<file path="src/rtl/pixel_capture_dma.sv">
// pixel_capture_dma
//   Captures one frame from a VSYNC/HREF/DATA sensor bus, packs PIX_W-bit pixels
//   LSB-first into WORD_W-bit words and writes them to a single-port SRAM.
//   Reports the word count and the last written address, and flags overflow
//   beyond MAX_WORDS.
//   Optional feature macro: PIXCAP_SRAM_CLEAR_EN. When defined, the whole SRAM
//   is filled with FILL_WORD before arming for a frame.
module pixel_capture_dma #(
  parameter int                 PIX_W     = 8,
  parameter int                 WORD_W    = 32,
  parameter int                 ADDR_W    = 18,
  parameter int                 MAX_WORDS = 153600,
  parameter logic [WORD_W-1:0]  FILL_WORD = WORD_W'(32'hA5A5A5A5)
) (
  input  logic              clk,
  input  logic              reset_n,
  input  logic              fetch_kick,
  output logic              fetch_done,
  output logic              busy,
  input  logic              VSYNC,
  input  logic              HREF,
  input  logic [PIX_W-1:0]  DATA,
  output logic              s0_WE,
  output logic [ADDR_W-1:0] s0_Addr,
  output logic [WORD_W-1:0] s0_WD,
  output logic [ADDR_W-1:0] last_addr,
  output logic [ADDR_W:0]   word_cnt,
  output logic              overflow
);

  localparam int PPW   = WORD_W / PIX_W;
  localparam int CNT_W = (PPW > 1) ? $clog2(PPW) : 1;
  localparam logic [CNT_W-1:0]  CNT_LAST = CNT_W'(PPW - 1);
  localparam logic [ADDR_W:0]   MAX_CNT  = (ADDR_W + 1)'(MAX_WORDS);
  localparam logic [ADDR_W-1:0] SAT_ADDR = ADDR_W'(MAX_WORDS - 1);

  localparam logic [2:0] IDLE  = 3'd0;
`ifdef PIXCAP_SRAM_CLEAR_EN
  localparam logic [2:0] CLEAR = 3'd1;
`endif
  localparam logic [2:0] ARM   = 3'd2;
  localparam logic [2:0] RUN   = 3'd3;
  localparam logic [2:0] DONE  = 3'd4;

  logic             href_r1, href_r2;
  logic [PIX_W-1:0] data_r1, data_r2;
  logic             vsync_reg, vsync_prev;
  logic             kick_r1, kick_s;
  logic             frame_start;

  logic [2:0]        state_reg;
  logic [CNT_W-1:0]  pix_cnt;
  logic [WORD_W-1:0] shift_reg;
  logic [WORD_W-1:0] word_next;
  logic [ADDR_W:0]   next_addr;
  logic [ADDR_W:0]   next_addr_inc;
  logic [ADDR_W-1:0] wr_addr;
  logic              at_limit;
  logic              word_fire;
`ifdef PIXCAP_SRAM_CLEAR_EN
  logic [ADDR_W-1:0] clr_addr;
`endif

  // Retime the sensor bus and synchronise the asynchronous kick level
  always_ff @(posedge clk or negedge reset_n) begin
    if (!reset_n) begin
      href_r1    <= 1'b0;
      href_r2    <= 1'b0;
      data_r1    <= '0;
      data_r2    <= '0;
      vsync_reg  <= 1'b0;
      vsync_prev <= 1'b0;
      kick_r1    <= 1'b0;
      kick_s     <= 1'b0;
    end else begin
      href_r1    <= HREF;
      href_r2    <= href_r1;
      data_r1    <= DATA;
      data_r2    <= data_r1;
      vsync_reg  <= VSYNC;
      vsync_prev <= vsync_reg;
      kick_r1    <= fetch_kick;
      kick_s     <= kick_r1;
    end
  end

  assign frame_start = vsync_reg & ~vsync_prev;

  // New pixel enters at the top so the first pixel of a word ends up in the LSBs
  generate
    if (PPW == 1) begin : g_single
      assign word_next = data_r2;
    end else begin : g_pack
      assign word_next = {data_r2, shift_reg[WORD_W-1:PIX_W]};
    end
  endgenerate

  // Once the frame is full, further words keep hitting the last slot
  assign at_limit      = (next_addr >= MAX_CNT);
  assign wr_addr       = at_limit ? SAT_ADDR : next_addr[ADDR_W-1:0];
  assign next_addr_inc = at_limit ? next_addr : next_addr + 1'b1;
  assign word_fire     = (state_reg == RUN) && href_r2 && (pix_cnt == CNT_LAST);

`ifdef PIXCAP_SRAM_CLEAR_EN
  assign busy = (state_reg == CLEAR) || (state_reg == ARM) || (state_reg == RUN);
`else
  assign busy = (state_reg == ARM) || (state_reg == RUN);
`endif

  // Capture FSM, packing and SRAM write port
  always_ff @(posedge clk or negedge reset_n) begin
    if (!reset_n) begin
      state_reg  <= IDLE;
      pix_cnt    <= '0;
      shift_reg  <= '0;
      next_addr  <= '0;
      fetch_done <= 1'b0;
      s0_WE      <= 1'b1;
      s0_Addr    <= '1;
      s0_WD      <= '0;
      last_addr  <= '0;
      word_cnt   <= '0;
      overflow   <= 1'b0;
`ifdef PIXCAP_SRAM_CLEAR_EN
      clr_addr   <= '0;
`endif
    end else begin
      s0_WE <= 1'b1;
      case (state_reg)
        IDLE: begin
          if (kick_s) begin
            overflow  <= 1'b0;
            next_addr <= '0;
`ifdef PIXCAP_SRAM_CLEAR_EN
            clr_addr  <= '0;
            state_reg <= CLEAR;
`else
            state_reg <= ARM;
`endif
          end
        end
`ifdef PIXCAP_SRAM_CLEAR_EN
        CLEAR: begin
          s0_WE    <= 1'b0;
          s0_Addr  <= clr_addr;
          s0_WD    <= FILL_WORD;
          clr_addr <= clr_addr + 1'b1;
          if (&clr_addr) state_reg <= ARM;
        end
`endif
        ARM: begin
          if (frame_start) begin
            state_reg <= RUN;
            next_addr <= '0;
            pix_cnt   <= '0;
          end
        end
        RUN: begin
          if (href_r2) shift_reg <= word_next;
          if (word_fire) begin
            s0_WE     <= 1'b0;
            s0_WD     <= word_next;
            s0_Addr   <= wr_addr;
            next_addr <= next_addr_inc;
            if (at_limit) overflow <= 1'b1;
          end
          // A word completing together with frame_start is still counted
          if (frame_start) begin
            state_reg  <= DONE;
            fetch_done <= 1'b1;
            pix_cnt    <= '0;
            last_addr  <= word_fire ? wr_addr : s0_Addr;
            word_cnt   <= word_fire ? next_addr_inc : next_addr;
          end else if (href_r2) begin
            pix_cnt <= (pix_cnt == CNT_LAST) ? '0 : pix_cnt + 1'b1;
          end
        end
        DONE: begin
          if (!kick_s) begin
            fetch_done <= 1'b0;
            state_reg  <= IDLE;
          end
        end
        default: state_reg <= IDLE;
      endcase
    end
  end

endmodule
</file>
<file path="config.mk">
export PLATFORM = sky130hd
export DESIGN_NAME = pixel_capture_dma
export DESIGN_NICKNAME = d
export VERILOG_FILES = /design/src/rtl/pixel_capture_dma.sv
export SDC_FILE = /design/constraint.sdc
export NUM_CORES = 1
export LEC_CHECK = 0
export CAP_MARGIN = 30
export CORE_UTILIZATION = 55
export CTS_CLUSTER_SIZE = 20
export DETAILED_ROUTE_END_ITERATION = 7
export PLACE_DENSITY = 0.82
export SLEW_MARGIN = 10
export SYNTH_ARGS = -nofsm -noshare
export SYNTH_HDL_FRONTEND = slang
export SYNTH_SLANG_ARGS = --single-unit
</file>
<file path="constraint.sdc">
create_clock -name clk -period 5.2 [get_ports clk]
set_input_delay 1.56 -clock clk [delete_from_list [all_inputs] [get_ports clk]]
set_output_delay 1.56 -clock clk [all_outputs]
set_load 0.005 [all_outputs]
</file>
==> results.cfg, run 1 <==
[floorplan]
fp-row-count = 38
die_x_microns = 109.7
dieArea_sq_um = 12020
start_util_pct = 57.53
core_sq_um = 11080
io_pins = 104
die_h_microns = 109.7

[worst_setup_path]
path_cells = nor2b_1 -> clkdlybuf4s50_1
worstPathArrival_ps = 1800
startpoint_type = flip-flop
crit_fanout = 7
crit_required_ps = 3640
crit_buf_inv = 1
cp_slowest_cell = clkdlybuf4s50_1
slowest_delay_ps = 590
cp_top_family = buffers and inverters
path_class = flip-flop to output pin
crit_path_end_kind = output pin

[timing]
fin_tns_setup_ps = 0
rsz0062_at_grt = no
min_period_ps = 3365
slew_headroom_pct = 37.81
clock_skew_ps = 7.504
setup_viol = 0
max_freq_ghz = 0.2972
slew_violations = 0
hold_violations = 0
fin_crit_sh_pct = 64.71
worst_slew_pin_slew_ps = 932.8

[clock_tree]
cts-buffers-inserted = 17
cts_max_path_buffers = 2
cts_hold_buf = 0
cts_resized = 0
clock_latency_ps = 420
root_buffer = clkbuf_16
cts_tree = done
htree_levels = 4
cts_sinks = 160
clkTransAtPathRegs_ps = 60
cts_setup_buffers = 0

[drt]
avgViaCountPerCell = 5.609
drt-pass1-iter-count = 5
drtIter0Drc = 320
postRouteAntennaNets = 0
finalWirelength_mm = 14.26
drc = 0
vias = 4510
wire_per_inst_microns = 17.73

[global_routing]
antenna_found_initial = 0
first_global_vias = 4492
track_usage_pct = 25.96
grt_pass1_wl_mm = 23.08
grt_max_degree = 109
globalRouteOverflowTotal = 0

[synthesis]
synthesis.area_sq_um = 6374
yosysUniqueCellTypes = 48
synth_xor_area_share_pct = 1.786
synth_cells = 553
syn_nets = 570
yosys.area_share.adder_pct = 0.7852
async_flop_share_pct = 100.0
ys_warn_count = 0
avgSynthCellArea_sq_um = 11.53
synth_compound_area_share_pct = 8.265
ys_dominant_reg_cell = dfrtp_1
synth_top_family_by_area = simple AND/OR/NAND/NOR gates
ys_seq_elements = 160
synth-simple-area-share_pct = 15.00
synth_edf_count = 0
yosysSeqAreaShare_pct = 63.19
muxShareOfSynthArea_pct = 8.009

[power]
fin_total_pwr_w = 0.003834
ir_drop_mv = 0.2473
p_leak_nw = 3.604
power.density_nw_per_um2 = 472.3

[cells_and_area]
final_cell_mix = dfrtp_1, nand2_1, clkdlybuf4s50_1
syn_to_final_growth_pct = 27.37
final_common_cell = dfrtp_1
drive_gt1_share_pct = 16.57
nets = 668
diodes = 0
largest_register_ffs = 32

[place]
routabilityCongestion = 0.8516
hpwl_mm = 9.259
port_buffers = 103

[job]
cap_violations = 0

[hold_path]
hp-class = flip-flop to flip-flop

[outcome]
outcome = finished, final reports clean
worst register-to-register path, delay by kind of cell, from the launching register on:
kind	cells	cell delay, ps
AND/OR/NAND/NOR	3	1290
multiplexers	1	270
flip-flops	1	510
buffers and inverters	1	470
AO/OA/AOI/OAI	1	290
metal layers:
layer,global-route usage [%],up-vias,share of wire [%]
met4,10.00,0,1.4
met5,0,-,0
met2,40.70,158,50
li1,-,2081,-
met1,35.66,2254,43
met3,5.631,17,6.2
through the flow:
step	area (sq um)	utilization, %	hold WS (ps)	setup WS [ps]	instances
floorplan	6374	-	331.2	2936	553
global placement	7460	67.34	331.8	2345	769
detailed placement	7475	67.47	337.0	2281	770
CTS	8075	72.89	351.6	1817	802
global route	8118	73.28	353.6	1676	804
finish	8118	73.28	348.7	1835	804
Yosys cell counts, types with 4 or more instances:
| library cell | number | area (sq um) |
|---|---|---|
| a21oi_1 | 17 | 85.08 |
| a22o_1 | 7 | 61.31 |
| a31oi_1 | 8 | 50.05 |
| and2_1 | 5 | 31.28 |
| buf_2 | 8 | 40.04 |
| buf_4 | 4 | 30.03 |
| clkbuf_1 | 18 | 67.56 |
| dfrtp_1 | 141 | 3528 |
| dfstp_2 | 19 | 499.2 |
| ha_1 | 4 | 50.05 |
| inv_1 | 5 | 18.77 |
| mux2_2 | 40 | 450.4 |
| mux2i_1 | 6 | 60.06 |
| nand2_1 | 139 | 521.8 |
| nand3_1 | 9 | 45.04 |
| nand4_1 | 6 | 37.54 |
| nor2_1 | 21 | 78.83 |
| o21ai_0 | 23 | 115.1 |
| o21ai_1 | 6 | 30.03 |
| o22a_1 | 10 | 87.58 |
| or3_1 | 4 | 25.02 |
| xnor2_1 | 7 | 61.31 |
| xor2_1 | 6 | 52.55 |
power breakdown:
| group | internal [W] | switching, W | leakage [nW] | total, W |
|---|---|---|---|---|
| clock | 0.000724 | 0.000533 | 0.296 | 0.00126 |
| combinational | 0.000492 | 0.000369 | 1.26 | 0.000861 |
| sequential | 0.00153 | 0.000191 | 2.05 | 0.00172 |
| total | 0.00274 | 0.00109 | 3.60 | 0.00383 |
path summary, 6_finish.rpt:
kind | from | endpoint | slack [ps] | cells past startpoint
hold reg to reg | kick_r1 | kick_s | 350 | 0
setup reg to reg | state_reg[0] | last_addr[6] | 2270 | 6
hold / removal | kick_r1 | kick_s | 350 | 0
min in group asynchronous | reset_n | word_cnt[2] | 990 | 1
max in group asynchronous | reset_n | s0_WE | 3120 | 3
setup / recovery | state_reg[2] | busy | 1840 | 2
cell families after synthesis:
| group | after synthesis |
|---|---|
| AOI/OAI and AO/OA | 84 |
| xor gates and xnor gates | 13 |
| adders and majority gates | 4 |
| buffers and inverters | 39 |
| DFF | 160 |
| muxes | 46 |
| and+or+nand+nor | 207 |
final cells by class:
| type | count | area [sq um] |
|---|---|---|
| clock inverters | 15 | 175.2 |
| well taps | 140 | 175.2 |
| fillers | 749 | 2960 |
| clock buffers | 17 | 425.4 |
| inverters | 7 | 28.78 |
| multi-input cells | 354 | 2158 |
| repair buffers | 111 | 1127 |
| flip-flops and latches | 160 | 4028 |
No activity file was read; power rests on OpenSTA's default activity.
==> inputs of run 2 (changes only) <==
--- a/config.mk
+++ b/config.mk
@@ -6,10 +6,10 @@
 export NUM_CORES = 1
 export LEC_CHECK = 0
 export CAP_MARGIN = 30
-export CORE_UTILIZATION = 55
+export CORE_UTILIZATION = 48
 export CTS_CLUSTER_SIZE = 20
 export DETAILED_ROUTE_END_ITERATION = 7
-export PLACE_DENSITY = 0.82
+export PLACE_DENSITY = 0.76
 export SLEW_MARGIN = 10
 export SYNTH_ARGS = -nofsm -noshare
 export SYNTH_HDL_FRONTEND = slang
==> constraint.sdc (replaced) <==
create_clock -name clk -period 2.86 [get_ports clk]
set_input_delay 0.858 -clock clk [delete_from_list [all_inputs] [get_ports clk]]
set_output_delay 0.858 -clock clk [all_outputs]
set_load 0.005 [all_outputs]
==> run 2 against run 1 <==
Compared with the run above: via count up 0.38%; final area rose by 0.43%; global-route usage fell by 3.2 points; non-clock buffer count is 5 higher; power rose by 79%; clock-buffer cell count up 5; largest power group unchanged; highest routed layer unchanged.
==> results.cfg, run 2 (same netlist as run 1, synthesis figures left out) <==
[clock_tree]
cts_resized = 0
cts_setup_buffers = 0
htree_levels = 4
root_buffer = clkbuf_16
cts_sinks = 160
clkTransAtPathRegs_ps = 60
clock_latency_ps = 420
cts-buffers-inserted = 17
cts_hold_buf = 0
cts_max_path_buffers = 2
cts_tree = done

[global_routing]
antenna_found_initial = 0
grt_max_degree = 59
first_global_vias = 4546
grt_pass1_wl_mm = 23.39
globalRouteOverflowTotal = 0
track_usage_pct = 22.77

[floorplan]
start_util_pct = 49.90
die_x_microns = 117.2
core_sq_um = 12770
dieArea_sq_um = 13740
die_h_microns = 117.2
fp-row-count = 41
io_pins = 104

[timing]
worst_slew_pin_slew_ps = 575.3
slew_headroom_pct = 61.35
rsz0062_at_grt = no
hold_violations = 0
fin_tns_setup_ps = 0
max_freq_ghz = 0.3766
fin_crit_sh_pct = 92.85
setup_viol = 0
clock_skew_ps = 13.71
slew_violations = 0
min_period_ps = 2655

[cells_and_area]
drive_gt1_share_pct = 16.74
final_cell_mix = dfrtp_1, nand2_1, clkdlybuf4s50_1
nets = 673
largest_register_ffs = 32
diodes = 0
regArea_sq_um = 4028
multi_input_area_sq_um = 2158
final_common_cell = dfrtp_1
fill_cells = 955
stdcell_area_sq_um = 8153
syn_to_final_growth_pct = 27.92

[place]
hpwl_mm = 9.843
port_buffers = 103
routabilityCongestion = 0.8930
placed_area_sq_um = 7585

[worst_setup_path]
crit_path_end_kind = output pin
path_class = flip-flop to output pin
crit_fanout = 6
r2r_start = pix_cnt[0]
startpoint_type = flip-flop
worstSetupStartpoint = state_reg[1]
worstPathArrival_ps = 1800
crit_required_ps = 2000

[drt]
drt-pass1-iter-count = 5
finalWirelength_mm = 14.36
drc = 0
wire_per_inst_microns = 17.08
drtIter0Drc = 373
avgViaCountPerCell = 5.383
vias = 4527
postRouteAntennaNets = 0

[hold_path]
hp-start = data_r1[3]
hp-class = flip-flop to flip-flop

[power]
switchingPower_w = 0.001928
p_int_w = 0.004940
p_leak_nw = 3.592
combPwrFrac_pct = 23.0
switching_share_pct = 28.07
pwr-share-clk_pct = 31.7
ir_drop_mv = 0.3864
power.density_nw_per_um2 = 842.3
pwr-share-seq_pct = 45.4

[outcome]
outcome = finished, final reports clean

[job]
cap_violations = 0
==> run 2: per-layer routing <==
layer / vias up / track usage [%] / wire [microns]
met3: 21 / 5.458 / 928
met1: 2244 / 31.42 / 6393
met4: 0 / 6.920 / 168
met5: - / 0 / 0
li1: 2093 / - / -
met2: 169 / 35.92 / 6873
==> run 2: cell type report <==
class                      instances  area share, %
inverter                           7         0.3530
timing repair buffer             116          14.17
sequential                       160          49.40
clock buffer                      22          5.694
multi-input combinational        354          26.47
tap                              172          2.640
clock inverter                    10          1.274
==> run 2: power groups by stage <==
stage	Clock (W)	Sequential (W)	Combinational (W)
6_report	0.00218	0.00311	0.00158
2_1_floorplan	0	0.00306	0.000763
3_5_place_dp	0	0.00315	0.00158
5_1_grt	0.00230	0.00318	0.00174
4_1_cts	0.00220	0.00312	0.00159
3_3_place_gp	0	0.00312	0.00152
==> run 2: critical path, cell delays in order, from the launching register on <==
cell             delay [ps]
dfrtp_1                 420
nor2b_1                 370
clkdlybuf4s50_1         590
==> run 2: worst paths after layout <==
check | cells after the start | slack [ps] | to
max | 2 | 200 | busy
min | 0 | 350 | data_r2[3]
max reg2reg | 7 | 590 | last_addr[8]
min reg2reg | 0 | 350 | data_r2[3]
max in group asynchronous | 2 | 1750 | s0_Addr[14]
min in group asynchronous | 1 | 410 | last_addr[3]
==> run 2: metrics by stage <==
step                      std cells  util [%]  hold WS (ps)  setup WS, ps  power, W
after floorplan                 553         -         331.2         896.4  0.003825
after global placement          809     59.38         333.3         697.2  0.004647
after detailed placement        809     59.38         334.7         642.3  0.004729
after CTS                       841     63.83         348.8         181.6  0.006903
after global routing            841     63.83         354.1         70.56  0.007213
final                           841     63.83         347.9         204.6  0.006867
==> inputs of run 3 (changes only) <==
--- a/config.mk
+++ b/config.mk
@@ -6,10 +6,11 @@
 export NUM_CORES = 1
 export LEC_CHECK = 0
 export CAP_MARGIN = 30
-export CORE_UTILIZATION = 48
+export CORE_UTILIZATION = 50
+export CTS_BUF_LIST = sky130_fd_sc_hd__clkbuf_4 sky130_fd_sc_hd__clkbuf_8
 export CTS_CLUSTER_SIZE = 20
 export DETAILED_ROUTE_END_ITERATION = 7
-export PLACE_DENSITY = 0.76
+export PLACE_DENSITY = 0.78
 export SLEW_MARGIN = 10
 export SYNTH_ARGS = -nofsm -noshare
 export SYNTH_HDL_FRONTEND = slang
==> run 3 against run 2 <==
Compared with the run above: via count is 3.5% lower; core utilization is 1.4 points higher; combinational power hardly changed; clock-buffer cell count is 1 higher; cell count is 0.71% lower; critical endpoint unchanged; critical path depth stayed put; clock skew is 2.2 ps lower; critical path type unchanged; non-clock buffer count is 2 lower.
==> results.cfg, run 3 (same netlist as run 1, synthesis figures left out) <==
[power]
pwr-share-seq_pct = 49.1
pwr-share-clk_pct = 26.3
combPwrFrac_pct = 24.7
ir_drop_mv = 0.5075
switchingPower_w = 0.001759
fin_total_pwr_w = 0.006307
p_leak_nw = 3.520
p_int_w = 0.004548
switching_share_pct = 27.89
power.density_nw_per_um2 = 791.5

[cells_and_area]
multi_input_area_sq_um = 2158
largest_register_ffs = 32
fill_cells = 1001
nets = 671
syn_to_final_growth_pct = 25.03
diodes = 0
regArea_sq_um = 4028
final_cell_mix = dfrtp_1, nand2_1, clkdlybuf4s50_1
drive_gt1_share_pct = 16.94
finalNonFillerCells = 835
final_common_cell = dfrtp_1

[clock_tree]
root_buffer = clkbuf_8
cts_resized = 0
cts_setup_buffers = 0
cts_hold_buf = 0
cts_sinks = 160
cts_max_path_buffers = 2
clkTransAtPathRegs_ps = 80
cts_tree = done
clock_latency_ps = 450
cts-buffers-inserted = 17
htree_levels = 4

[timing]
fin_tns_setup_ps = 0
worst_slew_pin_slew_ps = 475.4
rsz0062_at_grt = no
slew_headroom_pct = 68.31
setup_viol = 0
slew_violations = 0
max_freq_ghz = 0.3660
min_period_ps = 2732
clock_skew_ps = 11.54
hold_slack_ps = 320.2
fin_crit_sh_pct = 95.53
hold_violations = 0

[place]
dp.cells = 803
port_buffers = 103
routabilityCongestion = 0.8893
hpwl_mm = 9.310

[global_routing]
grt_pass1_wl_mm = 22.07
antenna_found_initial = 0
track_usage_pct = 21.97
first_global_vias = 4416
globalRouteOverflowTotal = 0
grt_max_degree = 62

[worst_setup_path]
slowest_delay_ps = 590
startpoint_type = flip-flop
path_class = flip-flop to output pin
cp_top_family = buffers and inverters
crit_required_ps = 2000
worstPathArrival_ps = 1870
crit_buf_inv = 1
crit_path_end_kind = output pin
crit_fanout = 7
path_cells = nor2b_1 -> clkdlybuf4s50_1
cp_slowest_cell = clkdlybuf4s50_1

[hold_path]
hp-class = primary input to asynchronous set/reset pin

[drt]
drtIter0Drc = 266
postRouteAntennaNets = 0
finalWirelength_mm = 13.36
avgViaCountPerCell = 5.231
drt-pass1-iter-count = 5
vias = 4368
drc = 0
wire_per_inst_microns = 15.99

[floorplan]
die_h_microns = 114.9
fp-row-count = 40
io_pins = 104
core_sq_um = 12210
dieArea_sq_um = 13200
start_util_pct = 52.19
die_x_microns = 114.9

[job]
cap_violations = 0

[outcome]
outcome = finished, final reports clean
-- run 3: cell count changes in the layout (fill, tap and decap cells not counted), sizes merged --
cell,delta
bufinv,+1
inv,-2
clkinvlp,-1
buf,-2
clkbuf,+1
clkinv,+1
-- run 3: routing by layer --
| layer | up-vias | wire length [microns] | track usage [%] |
|---|---|---|---|
| met3 | 15 | 804 | 5.377 |
| met4 | 0 | 191 | 8.052 |
| met1 | 2152 | 6269 | 31.25 |
| met5 | - | 0 | 0 |
| met2 | 124 | 6090 | 32.97 |
| li1 | 2077 | - | - |
-- run 3: metrics by stage --
stage | cell area [sq um] | utilization (%) | setup WS, ps
6_report | 7969 | 65.26 | 127.8
2_1_floorplan | 6374 | - | 896.4
3_5_place_dp | 7565 | 61.95 | 632.1
5_1_grt | 7969 | 65.26 | 48.05
4_1_cts | 7969 | 65.26 | 142.8
3_3_place_gp | 7565 | 61.95 | 702.4
-- run 3: area by class of cell --
class                   count  share of cell area [%]
clock buffers              23                   3.737
flip-flops and latches    160                   50.54
clock inverters             9                   1.335
inverters                   7                  0.3611
well taps                 168                   2.638
multi-input cells         354                   27.08
repair buffers            114                   14.30
-- run 3: final timing paths --
check	slack (ps)	startpoint	endpoint	cells past startpoint
worst min register to register	350	kick_r1	kick_s	0
max in group asynchronous	1830	reset_n	s0_Addr[1]	2
worst max-delay path	130	state_reg[2]	busy	2
min in group clk	350	kick_r1	kick_s	0
worst max register to register	610	pix_cnt[0]	next_addr[13]	7
worst min-delay path	320	reset_n	last_addr[17]	1
-- run 3: power by group through the flow --
stage | sequential [W] | combinational, W | clock, W
2_1_floorplan | 0.00306 | 0.000763 | 0
3_3_place_gp | 0.00311 | 0.00152 | 0
3_5_place_dp | 0.00314 | 0.00156 | 0
4_1_cts | 0.00310 | 0.00157 | 0.00169
5_1_grt | 0.00316 | 0.00171 | 0.00179
6_report | 0.00309 | 0.00155 | 0.00166
-- run 3: worst register-to-register path, delay by kind of cell, from the launching register on --
family                   cells  cell delay [ps]
buffers and inverters        1              180
AND/OR/NAND/NOR              3             1100
AO/OA/AOI/OAI                2              260
flip-flops                   1              380
adder cells (fa/ha/maj)      1              190
